**src/rtl/act_skew_feeder_pkg.sv**
```systemverilog
// Shared constants and state encoding for the activation skew feeder.
package act_skew_feeder_pkg;

   localparam int DATA_ACT_WIDTH = 12;
   localparam int SKEW_LANES     = 4;

   typedef enum logic [1:0] {
      SKEW_IDLE  = 2'd0,
      SKEW_RUN   = 2'd1,
      SKEW_FLUSH = 2'd2
   } skew_state_e;

endpackage

```
**src/rtl/act_skew_feeder_if.sv**
```systemverilog
// Config, activation and PE-row signals of the skew feeder, bundled with both viewpoints.
interface act_skew_feeder_if
   import act_skew_feeder_pkg::*;
#(
   parameter int DATA_W = DATA_ACT_WIDTH
);

   logic              s_config_valid;
   logic              s_config_ready;
   logic [31:0]       s_config_data;

   logic [DATA_W-1:0] act_data_1;
   logic [DATA_W-1:0] act_data_2;
   logic [DATA_W-1:0] act_data_3;
   logic [DATA_W-1:0] act_data_4;
   logic              act_valid;
   logic              act_ready;

   logic [DATA_W-1:0] pe_data_1;
   logic [DATA_W-1:0] pe_data_2;
   logic [DATA_W-1:0] pe_data_3;
   logic [DATA_W-1:0] pe_data_4;
   logic              pe_valid_1;
   logic              pe_valid_2;
   logic              pe_valid_3;
   logic              pe_valid_4;
   logic              pe_ready;
   logic              pe_last;
   logic [1:0]        status_skew;

   // The feeder itself.
   modport slave (
      input  s_config_valid, s_config_data,
      input  act_data_1, act_data_2, act_data_3, act_data_4, act_valid,
      input  pe_ready,
      output s_config_ready, act_ready,
      output pe_data_1, pe_data_2, pe_data_3, pe_data_4,
      output pe_valid_1, pe_valid_2, pe_valid_3, pe_valid_4,
      output pe_last, status_skew
   );

   // The surrounding logic: mux, config source and PE array.
   modport master (
      output s_config_valid, s_config_data,
      output act_data_1, act_data_2, act_data_3, act_data_4, act_valid,
      output pe_ready,
      input  s_config_ready, act_ready,
      input  pe_data_1, pe_data_2, pe_data_3, pe_data_4,
      input  pe_valid_1, pe_valid_2, pe_valid_3, pe_valid_4,
      input  pe_last, status_skew
   );

endinterface

```
**src/rtl/act_skew_feeder_skew_delay_line.sv**
```systemverilog
// DEPTH-stage register chain with a shared enable and synchronous clear.
module skew_delay_line #(
   parameter int DEPTH = 1,
   parameter int W     = 8
) (
   input  logic         clk,
   input  logic         clr,
   input  logic         en,
   input  logic [W-1:0] d,
   output logic [W-1:0] q
);

   logic [W-1:0] stage_reg [DEPTH];

   always_ff @(posedge clk) begin
      if (clr) begin
         for (int i = 0; i < DEPTH; i++) begin
            stage_reg[i] <= '0;
         end
      end else if (en) begin
         stage_reg[0] <= d;
         for (int i = 1; i < DEPTH; i++) begin
            stage_reg[i] <= stage_reg[i-1];
         end
      end
   end

   assign q = stage_reg[DEPTH-1];

endmodule

```
**src/rtl/act_skew_feeder.sv**
```systemverilog
// Turns the 4-lane activation stream into the diagonal feed of a systolic row:
// lane k lags lane 0 by k advances, and a job is flushed so its last beat reaches lane 4.
module act_skew_feeder
   import act_skew_feeder_pkg::*;
#(
   parameter int DATA_W = DATA_ACT_WIDTH,
   parameter int LANES  = SKEW_LANES
) (
   input  logic             clk,
   input  logic             rst_n,
   act_skew_feeder_if.slave bus
);

   genvar gi;

   if (LANES != 4) begin : g_lanes_check
      $error("act_skew_feeder is built for exactly 4 lanes");
   end

   skew_state_e       state_reg;
   logic              cfg_ready_reg;
   logic [31:0]       total_len_reg;
   logic [31:0]       beat_cnt_reg;
   logic [1:0]        flush_cnt_reg;

   logic              adv;
   logic              accept;
   logic              last_beat;
   logic              clr;

   logic [DATA_W-1:0] act_data  [LANES];
   logic [DATA_W-1:0] lane_in   [LANES];
   logic [DATA_W-1:0] stage_data[LANES];
   logic              stage_valid[LANES];
   logic              stage_last;

   logic [DATA_W-1:0] pe_data_reg [LANES];
   logic              pe_valid_reg[LANES];
   logic              pe_last_reg;

   assign clr       = ~rst_n;
   assign adv       = bus.pe_ready & ((state_reg == SKEW_RUN) | (state_reg == SKEW_FLUSH));
   assign accept    = (state_reg == SKEW_RUN) & bus.act_valid & bus.pe_ready;
   assign last_beat = accept & ((beat_cnt_reg + 32'd1) == total_len_reg);

   assign act_data[0] = bus.act_data_1;
   assign act_data[1] = bus.act_data_2;
   assign act_data[2] = bus.act_data_3;
   assign act_data[3] = bus.act_data_4;

   // Anything not accepted enters as a zero bubble so the diagonal never slips.
   for (gi = 0; gi < LANES; gi++) begin : g_lane
      assign lane_in[gi] = accept ? act_data[gi] : '0;

      if (gi == 0) begin : g_direct
         assign stage_data[gi]  = lane_in[gi];
         assign stage_valid[gi] = accept;
      end else if (gi == LANES - 1) begin : g_tail
         logic [DATA_W+1:0] tail_q;
         skew_delay_line #(.DEPTH(gi), .W(DATA_W + 2)) u_delay (
            .clk (clk),
            .clr (clr),
            .en  (adv),
            .d   ({last_beat, accept, lane_in[gi]}),
            .q   (tail_q)
         );
         assign stage_last      = tail_q[DATA_W+1];
         assign stage_valid[gi] = tail_q[DATA_W];
         assign stage_data[gi]  = tail_q[DATA_W-1:0];
      end else begin : g_mid
         logic [DATA_W:0] mid_q;
         skew_delay_line #(.DEPTH(gi), .W(DATA_W + 1)) u_delay (
            .clk (clk),
            .clr (clr),
            .en  (adv),
            .d   ({accept, lane_in[gi]}),
            .q   (mid_q)
         );
         assign stage_valid[gi] = mid_q[DATA_W];
         assign stage_data[gi]  = mid_q[DATA_W-1:0];
      end
   end

   always_ff @(posedge clk) begin
      if (!rst_n) begin
         for (int i = 0; i < LANES; i++) begin
            pe_data_reg[i]  <= '0;
            pe_valid_reg[i] <= 1'b0;
         end
         pe_last_reg <= 1'b0;
      end else if (adv) begin
         for (int i = 0; i < LANES; i++) begin
            pe_data_reg[i]  <= stage_valid[i] ? stage_data[i] : '0;
            pe_valid_reg[i] <= stage_valid[i];
         end
         pe_last_reg <= stage_last;
      end
   end

   // Flush needs LANES-1 advances for the final beat to walk down lane 4.
   always_ff @(posedge clk) begin
      if (!rst_n) begin
         state_reg     <= SKEW_IDLE;
         cfg_ready_reg <= 1'b1;
         total_len_reg <= '0;
         beat_cnt_reg  <= '0;
         flush_cnt_reg <= '0;
      end else begin
         case (state_reg)
            SKEW_IDLE: begin
               if (bus.s_config_valid && (bus.s_config_data != 32'd0)) begin
                  total_len_reg <= bus.s_config_data;
                  beat_cnt_reg  <= '0;
                  state_reg     <= SKEW_RUN;
                  cfg_ready_reg <= 1'b0;
               end
            end
            SKEW_RUN: begin
               if (accept) begin
                  beat_cnt_reg <= beat_cnt_reg + 32'd1;
                  if (last_beat) begin
                     state_reg     <= SKEW_FLUSH;
                     flush_cnt_reg <= '0;
                  end
               end
            end
            SKEW_FLUSH: begin
               if (adv) begin
                  if (flush_cnt_reg == 2'(LANES - 2)) begin
                     state_reg     <= SKEW_IDLE;
                     cfg_ready_reg <= 1'b1;
                     flush_cnt_reg <= '0;
                  end else begin
                     flush_cnt_reg <= flush_cnt_reg + 2'd1;
                  end
               end
            end
            default: begin
               state_reg     <= SKEW_IDLE;
               cfg_ready_reg <= 1'b1;
            end
         endcase
      end
   end

   assign bus.s_config_ready = cfg_ready_reg;
   assign bus.act_ready      = (state_reg == SKEW_RUN) & bus.pe_ready;
   assign bus.status_skew    = state_reg;
   assign bus.pe_data_1      = pe_data_reg[0];
   assign bus.pe_data_2      = pe_data_reg[1];
   assign bus.pe_data_3      = pe_data_reg[2];
   assign bus.pe_data_4      = pe_data_reg[3];
   assign bus.pe_valid_1     = pe_valid_reg[0];
   assign bus.pe_valid_2     = pe_valid_reg[1];
   assign bus.pe_valid_3     = pe_valid_reg[2];
   assign bus.pe_valid_4     = pe_valid_reg[3];
   assign bus.pe_last        = pe_last_reg;

endmodule

```
**src/flat_wrapper.sv**
```systemverilog
// flat-port wrapper written by rule: the top's interface ports become plain ports
module act_skew_feeder_flat import act_skew_feeder_pkg::*;
#(
   parameter int DATA_W = DATA_ACT_WIDTH,
   parameter int LANES  = SKEW_LANES
)
  (clk, rst_n, bus_s_config_valid, bus_s_config_data, bus_act_data_1, bus_act_data_2, bus_act_data_3, bus_act_data_4, bus_act_valid, bus_pe_ready, bus_s_config_ready, bus_act_ready, bus_pe_data_1, bus_pe_data_2, bus_pe_data_3, bus_pe_data_4, bus_pe_valid_1, bus_pe_valid_2, bus_pe_valid_3, bus_pe_valid_4, bus_pe_last, bus_status_skew);
  act_skew_feeder_if #(.DATA_W(DATA_W)) bus_i ();
  input  logic clk;
  input  logic rst_n;
  input wire logic [$bits(bus_i.s_config_valid)-1:0] bus_s_config_valid;
  input wire logic [$bits(bus_i.s_config_data)-1:0] bus_s_config_data;
  input wire logic [$bits(bus_i.act_data_1)-1:0] bus_act_data_1;
  input wire logic [$bits(bus_i.act_data_2)-1:0] bus_act_data_2;
  input wire logic [$bits(bus_i.act_data_3)-1:0] bus_act_data_3;
  input wire logic [$bits(bus_i.act_data_4)-1:0] bus_act_data_4;
  input wire logic [$bits(bus_i.act_valid)-1:0] bus_act_valid;
  input wire logic [$bits(bus_i.pe_ready)-1:0] bus_pe_ready;
  output wire logic [$bits(bus_i.s_config_ready)-1:0] bus_s_config_ready;
  output wire logic [$bits(bus_i.act_ready)-1:0] bus_act_ready;
  output wire logic [$bits(bus_i.pe_data_1)-1:0] bus_pe_data_1;
  output wire logic [$bits(bus_i.pe_data_2)-1:0] bus_pe_data_2;
  output wire logic [$bits(bus_i.pe_data_3)-1:0] bus_pe_data_3;
  output wire logic [$bits(bus_i.pe_data_4)-1:0] bus_pe_data_4;
  output wire logic [$bits(bus_i.pe_valid_1)-1:0] bus_pe_valid_1;
  output wire logic [$bits(bus_i.pe_valid_2)-1:0] bus_pe_valid_2;
  output wire logic [$bits(bus_i.pe_valid_3)-1:0] bus_pe_valid_3;
  output wire logic [$bits(bus_i.pe_valid_4)-1:0] bus_pe_valid_4;
  output wire logic [$bits(bus_i.pe_last)-1:0] bus_pe_last;
  output wire logic [$bits(bus_i.status_skew)-1:0] bus_status_skew;
  assign bus_i.s_config_valid = bus_s_config_valid;
  assign bus_i.s_config_data = bus_s_config_data;
  assign bus_i.act_data_1 = bus_act_data_1;
  assign bus_i.act_data_2 = bus_act_data_2;
  assign bus_i.act_data_3 = bus_act_data_3;
  assign bus_i.act_data_4 = bus_act_data_4;
  assign bus_i.act_valid = bus_act_valid;
  assign bus_i.pe_ready = bus_pe_ready;
  assign bus_s_config_ready = bus_i.s_config_ready;
  assign bus_act_ready = bus_i.act_ready;
  assign bus_pe_data_1 = bus_i.pe_data_1;
  assign bus_pe_data_2 = bus_i.pe_data_2;
  assign bus_pe_data_3 = bus_i.pe_data_3;
  assign bus_pe_data_4 = bus_i.pe_data_4;
  assign bus_pe_valid_1 = bus_i.pe_valid_1;
  assign bus_pe_valid_2 = bus_i.pe_valid_2;
  assign bus_pe_valid_3 = bus_i.pe_valid_3;
  assign bus_pe_valid_4 = bus_i.pe_valid_4;
  assign bus_pe_last = bus_i.pe_last;
  assign bus_status_skew = bus_i.status_skew;
  act_skew_feeder #(.DATA_W(DATA_W), .LANES(LANES)) u_core (.clk(clk), .rst_n(rst_n), .bus(bus_i));
endmodule
```
**config.mk**
```make
export PLATFORM = sky130hd
export DESIGN_NAME = act_skew_feeder_flat
export DESIGN_NICKNAME = d
export VERILOG_FILES = /design/src/rtl/act_skew_feeder_pkg.sv /design/src/rtl/act_skew_feeder_if.sv /design/src/rtl/act_skew_feeder_skew_delay_line.sv /design/src/rtl/act_skew_feeder.sv /design/src/flat_wrapper.sv
export SDC_FILE = /design/constraint.sdc
export NUM_CORES = 1
export LEC_CHECK = 0
export CAP_MARGIN = 20
export CORE_MARGIN = 2
export CORE_UTILIZATION = 45
export DETAILED_ROUTE_END_ITERATION = 10
export PLACE_DENSITY = 0.68
export SETUP_SLACK_MARGIN = 0.02
export SYNTH_ARGS = -nofsm -noshare
export SYNTH_HDL_FRONTEND = slang
export SYNTH_SLANG_ARGS = --single-unit
```
**constraint.sdc**
```tcl
create_clock -name clk -period 8.3 [get_ports clk]
set_input_delay 1.66 -clock clk [delete_from_list [all_inputs] [get_ports clk]]
set_output_delay 1.66 -clock clk [all_outputs]
set_load 0.02 [all_outputs]
```
==> results by group, run 1 <==
Global route
  – Vias in the first global route: ~6300
  – First-pass GRT wire length: between 30000 and 40000 um
  – Initial antenna violation count: 0
  – All-Layer GR Usage: 0.188
  – Largest net degree at the start of global routing: 79
  – Total grt overflow: 0

Floorplanning
  – I/O pins: 142
  – Starting Density: 0.458
  – FP Rows: 53
  – Die Area: 22500 sq um
  – Core area: 21000 sq um
  – DIE WIDTH: approximately 150 um
  – Die H: around 150 um

Clock tree
  – Clock sink count: 200
  – Clock Tree Buf Depth: 2
  – H-Tree Depth: 4
  – CTS root buffer: clkbuf_16
  – Worst-Skew Late Latency: 440 ps
  – Setup bufs post-CTS: 0
  – CTS Hold Buffers Added: 0
  – CTS tree: built
  – CTS Buf Count: 17
  – PostCTS Resize Cnt: 0
  – Clock transition at path regs: approximately 80 ps

STA
  – Unrepaired setup endpoints after global routing: no
  – Tcrit/Tclk final: 0.568
  – Skew final: between 10 and 15 ps
  – Setup TNS: 0 ps
  – Setup violators final: 0
  – Slew @ Worst Pin: roughly 1100 ps
  – Minimum clock period: 4710 ps
  – Final hold viol count: 0
  – Max Clk Rate: around 210 MHz
  – Max Slew Vio Count: 0
  – Worst slew margin: 0.299
  – Setup WS post-layout: 3590 ps

Yosys
  – Top cells by area, synth: edfxtp_1 40%, dfxtp_1 15%, and2_1 7.0%
  – Simple-gate share of the synthesized area: 0.244
  – Synth Warn #: 0
  – Top FF cell, synth: edfxtp_1
  – Mapped Area: 9600 sq um
  – Synth Area in Compound Gates: 0.0881
  – Synth async-reset ratio: 0
  – Most common cell in the netlist: edfxtp_1
  – Mean Syn Cell Area: 11.0 sq um
  – Post-Synthesis Cells: 873
  – FF+latch count, synth: 200
  – Yosys cell types: a little over 70
  – Synth area leader: edfxtp_1
  – Post-synth EDFFs: about 130
  – Adder-cell share of the synthesized area: 0.00651
  – Post-synthesis sequential area ratio: 0.549
  – Mux contribution to synthesized area: 0.0397
  – Largest family of logic cells by synthesized area: simple AND/OR/NAND/NOR gates
  – Share of the synthesized area in the top cell type: 0.397
  – XOR/XNOR Fraction of Synth Area: 0.0363
  – Post-synth net total: about 960
  – Post-synth top cells: 127 x edfxtp_1, 107 x and2_1, 73 x dfxtp_1, 64 x nand2_1, 48 x nor2b_1

Layout
  – Design Area, Final: about 12000 sq um
  – N_diodes: 0
  – Fraction of layout instances using a drive strength above 1: 0.0659
  – Util after Layout: 0.560
  – Area growth from synthesis to layout: 22.2%
  – Max FFs per register: 48
  – Final nets: 1063

Worst setup path
  – Reg2reg end: u_core.bus.status_skew[0]
  – R2R Path Start: u_core.beat_cnt_reg[0]
  – Slowest CP cell: clkdlybuf4s50_1
  – Reg2reg setup slack: 4090 ps
  – Worst setup path class: input pin to output port
  – CP startpoint: bus_pe_ready
  – Crit-path max FO: 6
  – Worst path cell trace: clkdlybuf4s50_1 -> and2_1 -> clkdlybuf4s50_1
  – Worst Setup Start Kind: input pin
  – Arrival time worst endpoint: roughly 3100 ps
  – Critical Path Max Stage Delay: roughly 610 ps
  – Critical Path RT: between 6000 and 7000 ps
  – Worst Setup End Kind: output port
  – Worst Path Buf+Inv: 2
  – CP delay by family, top: buffers and inverters
  – R2R depth: 9
  – Critical Path Most Common Cell: clkdlybuf4s50_1

Hold path
  – Hold Crit Endpoint: u_core.bus.pe_last
  – WHS Path Cells: 2
  – Worst min path class: flop to flop
  – Min-delay src: u_core.bus.pe_last

Power
  – Max rail drop VDD: 0.150 mV
  – Final Power: approximately 2.5 mW
  – Leakage: 4.40 nW
  – Pwr Density: between 200 and 250 nW/um^2

Status
  – Status: finished, final reports clean

Detailed routing
  – Vias per Instance: around 5.3
  – 1st-pass router iterations: 5
  – Final WL: 20700 um
  – Starting DRT DRC Count: around 560
  – DR DRC count: 0
  – Overall via count from detail_route: a little under 7000
  – Post-DR wirelength/cell: 16.4 um
  – Remaining antenna violation count: 0

Placed design
  – Dpl hpwl: approximately 14000 um
  – Pre-CTS setup slack: 3540 ps
  – IO Port Bufs: 141
  – Dpl cell area: 11100 sq um
  – RePlAce Congestion: approximately 0.82

Flow run
  – Max_cap viols: 0
[cell type report]
class / instances / area (sq um)
flip-flops and latches: 200 / 5280
multi-input cells: 597 / 3990
clock buffers: 17 / 425
clock inverters: 15 / 204
well taps: 275 / 344
fillers: 1773 / 9220
inverters: 10 / 40.0
repair buffers: 147 / 1460
[cells by family (layout without fill, tap and decap cells)]
group                    after synthesis  count (layout)
AND/OR/NAND/NOR                      395             395
flip-flops                           200             200
AO/OA/AOI/OAI                        120             120
buffers and inverters                 76             189
XOR/XNOR                              39              39
multiplexers                          38              38
adder cells (fa/ha/maj)                5               5
[report_power, final]
group          internal [mW]  switching, mW  leakage, nW
sequential              1.16         0.0445         1.93
clock                  0.444          0.425        0.304
combinational          0.183          0.265         2.17
total                   1.79          0.734         4.40
[metal layers]
metal | part of all wire | vias to the layer above | GRT usage | routed length [um]
met3 | 0.046 | 27 | 0.0358 | 944
met5 | 0 | - | 0 | 0
li1 | - | 3357 | - | -
met2 | 0.47 | 171 | 0.296 | 9720
met1 | 0.47 | 3186 | 0.265 | 9650
met4 | 0.019 | 0 | 0.0580 | 387
[cells in the final DEF (no fill, tap or decap), types with 19 or more instances in the layout]
cell type and n:
a21boi_0 19, and2_1 107, and3_1 40, clkdlybuf4s50_1 140
dfxtp_1 73, edfxtp_1 127, mux2i_1 37, nand2_1 64
nor2b_1 48, nor4_1 19, o21ai_0 33, xnor2_1 23
[how the worst max path moves through the flow]
stage                                                                 to  cells past startpoint
after CTS                                                  bus_act_ready                      3
after global placement                                     bus_act_ready                      3
after global routing                                       bus_act_ready                      3
after floorplan           u_core.g_lane[1].g_mid.u_delay.stage_reg[0][0]                      3
after detailed placement                         u_core.beat_cnt_reg[17]                     10
final                                                      bus_act_ready                      3
[worst min-delay path, cell delays in order (launching register included)]
cell and delay, ps:
dfxtp_1 310, nand2_1 40, a21boi_0 60
[through the flow]
step	hold slack [ps]	instances
3_3_place_gp	434	1228
4_1_cts	471	1260
6_report	466	1261
5_1_grt	480	1261
3_5_place_dp	440	1228
2_1_floorplan	471	873
Power figures use the tool's default switching activity.
==> run 2: changes to the inputs <==
clock period = 4.9 ns   (was 8.3 ns; I/O delays follow)
==> run 2 against run 1 <==
Net effect: sequential share of layout area decreased by 0.19 points; die area unchanged; highest routed layer unchanged; first-iteration DRC count decreased by 1.6%.
==> results by group, run 2 (synthesis gave the netlist of run 1 again) <==
Status
  – Status: finished, final reports clean (unchanged)

Layout
  – N_diodes: 0 (unchanged)
  – Fill count: 1838 (was 1773)
  – Final std cells w/o fill: 1267 (was 1261)
  – Max FFs per register: 48 (unchanged)
  – Final nets: 1069 (was 1063)
  – Most common cell after layout, fill and taps aside: clkdlybuf4s50_1 (unchanged)
  – Fraction of layout instances using a drive strength above 1: 0.0716 (was 0.0659)
  – Most frequent cells in the layout: 140 x clkdlybuf4s50_1, 127 x edfxtp_1, 107 x and2_1 (unchanged)
  – Area growth from synthesis to layout: 22.7% (was 22.2%)

Clock tree
  – CTS tree: built (unchanged)
  – Clock sink count: 200 (unchanged)
  – CTS root buffer: clkbuf_16 (unchanged)
  – PostCTS Resize Cnt: 0 (unchanged)
  – Setup bufs post-CTS: 0 (unchanged)
  – H-Tree Depth: 4 (unchanged)
  – Clock Tree Buf Depth: 2 (unchanged)
  – CTS Hold Buffers Added: 0 (unchanged)
  – Clock transition at path regs: 80 ps (about the same)
  – Worst-Skew Late Latency: 440 ps (about the same)
  – CTS Buf Count: 17 (unchanged)

Floorplanning
  – Die H: 150 um (unchanged)
  – DIE WIDTH: 150 um (unchanged)
  – FP Rows: 53 (unchanged)
  – Starting Density: 0.458 (unchanged)
  – Core area: 21000 sq um (unchanged)
  – I/O pins: 142 (unchanged)
  – Die Area: 22500 sq um (unchanged)

Worst setup path
  – Arrival time worst endpoint: 4230 ps (was 3050 ps)
  – Worst Setup Start Kind: flop (was input pin)
  – Crit-path max FO: 16 (was 6)
  – Worst Setup End Kind: flop (was output port)
  – Worst setup path class: flop to flop (was input pin to output port)
  – Critical Path RT: 5260 ps (was 6640 ps)
  – Reg2reg setup slack: 1030 ps (was 4090 ps)

Detailed routing
  – Final WL: 20600 um (was 20700 um)
  – Remaining antenna violation count: 0 (unchanged)
  – DR DRC count: 0 (unchanged)
  – Post-DR wirelength/cell: 16.3 um (was 16.4 um)
  – Vias per Instance: 5.34 (was 5.35)
  – Starting DRT DRC Count: 549 (was 558)
  – Overall via count from detail_route: 6763 (was 6741)
  – 1st-pass router iterations: 4 (was 5)

STA
  – Unrepaired setup endpoints after global routing: no (unchanged)
  – Tcrit/Tclk final: 0.789
  – Skew final: 13.8 ps (was 14.7 ps)
  – Max Clk Rate: between 200 and 300 MHz
  – Final hold viol count: 0 (unchanged)
  – Max Slew Vio Count: 0 (unchanged)
  – Setup violators final: 0 (unchanged)
  – Slew @ Worst Pin: 753 ps (was 1050 ps)
  – Minimum clock period: 3870 ps
  – Setup TNS: 0 ps (unchanged)
  – Worst slew margin: 0.493 (was 0.299)

Global route
  – Met3 Track Usage GR: 0.0373 (was 0.0358)
  – Total grt overflow: 0 (unchanged)
  – Most Crowded Layer GR: met2 (unchanged)
  – Largest net degree at the start of global routing: 79 (unchanged)
  – First-pass GRT wire length: 32800 um (was 33600 um)
  – All-Layer GR Usage: 0.186 (was 0.188)
  – GR Util met1: 0.258 (was 0.265)
  – Vias in the first global route: 6278 (was 6317)
  – Met2 GRT Util: 0.297 (was 0.296)
  – Initial antenna violation count: 0 (unchanged)

Power
  – Clock network fraction of design power: 0.334 (was 0.345)
  – Sw frac: 0.293 (was 0.291)
  – Internal power: 3.00 mW (was 1.79 mW)
  – Pwr Density: 360 nW/um^2 (was 215 nW/um^2)
  – Reg power frac: 0.481 (was 0.478)
  – Sw Pwr: 1.25 mW (was 0.734 mW)
  – Max rail drop VDD: 0.268 mV (was 0.150 mV)
  – Leakage: 4.42 nW (was 4.40 nW)
  – Combinational share of power: 0.185 (was 0.177)

Placed design
  – Dpl hpwl: 14300 um (was 13900 um)
  – RePlAce Congestion: 0.854 (was 0.821)
  – IO Port Bufs: 141 (unchanged)
  – Placed insts: 1234 (was 1228)

Flow run
  – Max_cap viols: 0 (unchanged)

Hold path
  – Worst min path class: flop to flop (unchanged)
[run 2: worst max-delay path: stages (launching register included)]
cell and delay [ps]:
dfxtp_1 450, ha_1 380, and3_1 250, nand4_1 540, nor4_1 540, o2111ai_1 150
or4_4 420, or4_4 510, o31ai_1 320, mux2i_1 220
[run 2: path summary, 6_finish.rpt]
kind,cells past startpoint,end,start
worst max-delay path,9,u_core.bus.status_skew[0],u_core.beat_cnt_reg[0]
worst min-delay path,1,u_core.pe_valid_reg[2],u_core.pe_valid_reg[2]
worst min register to register,1,u_core.pe_valid_reg[2],u_core.pe_valid_reg[2]
worst max register to register,9,u_core.bus.status_skew[0],u_core.beat_cnt_reg[0]
[run 2: routing by layer]
metal / vias up / share of wire
met5: - / 0
met4: 0 / 0.013
met3: 20 / 0.045
met2: 147 / 0.47
met1: 3231 / 0.47
li1: 3365 / -
[run 2: power groups by stage]
stage | Clock (mW) | Combinational [mW] | Sequential (mW)
finish | 1.42 | 0.783 | 2.04
floorplan | 0 | 0.409 | 2.13
global route | 1.52 | 0.853 | 2.06
detailed placement | 0 | 0.788 | 2.08
CTS | 1.45 | 0.792 | 2.04
global placement | 0 | 0.785 | 2.07
[run 2: cell type report]
type | instances | area (sq um) | area share
timing repair buffer | 153 | 1520 | 0.129
tap | 275 | 344 | 0.0292
sequential | 200 | 5280 | 0.448
clock inverter | 15 | 195 | 0.0166
multi-input combinational | 597 | 3990 | 0.338
clock buffer | 17 | 425 | 0.0361
inverter | 10 | 40.0 | 0.00340
[run 2: per-stage QoR]
step	total power [mW]	setup WS, ps	cell area, sq um	hold WS (ps)	utilization
floorplan	2.54	619	9600	471	-
global placement	2.86	1190	11100	437	0.532
detailed placement	2.87	1050	11100	441	0.532
CTS	4.29	1030	11800	459	0.562
global route	4.43	783	11800	485	0.563
finish	4.24	1030	11800	456	0.563
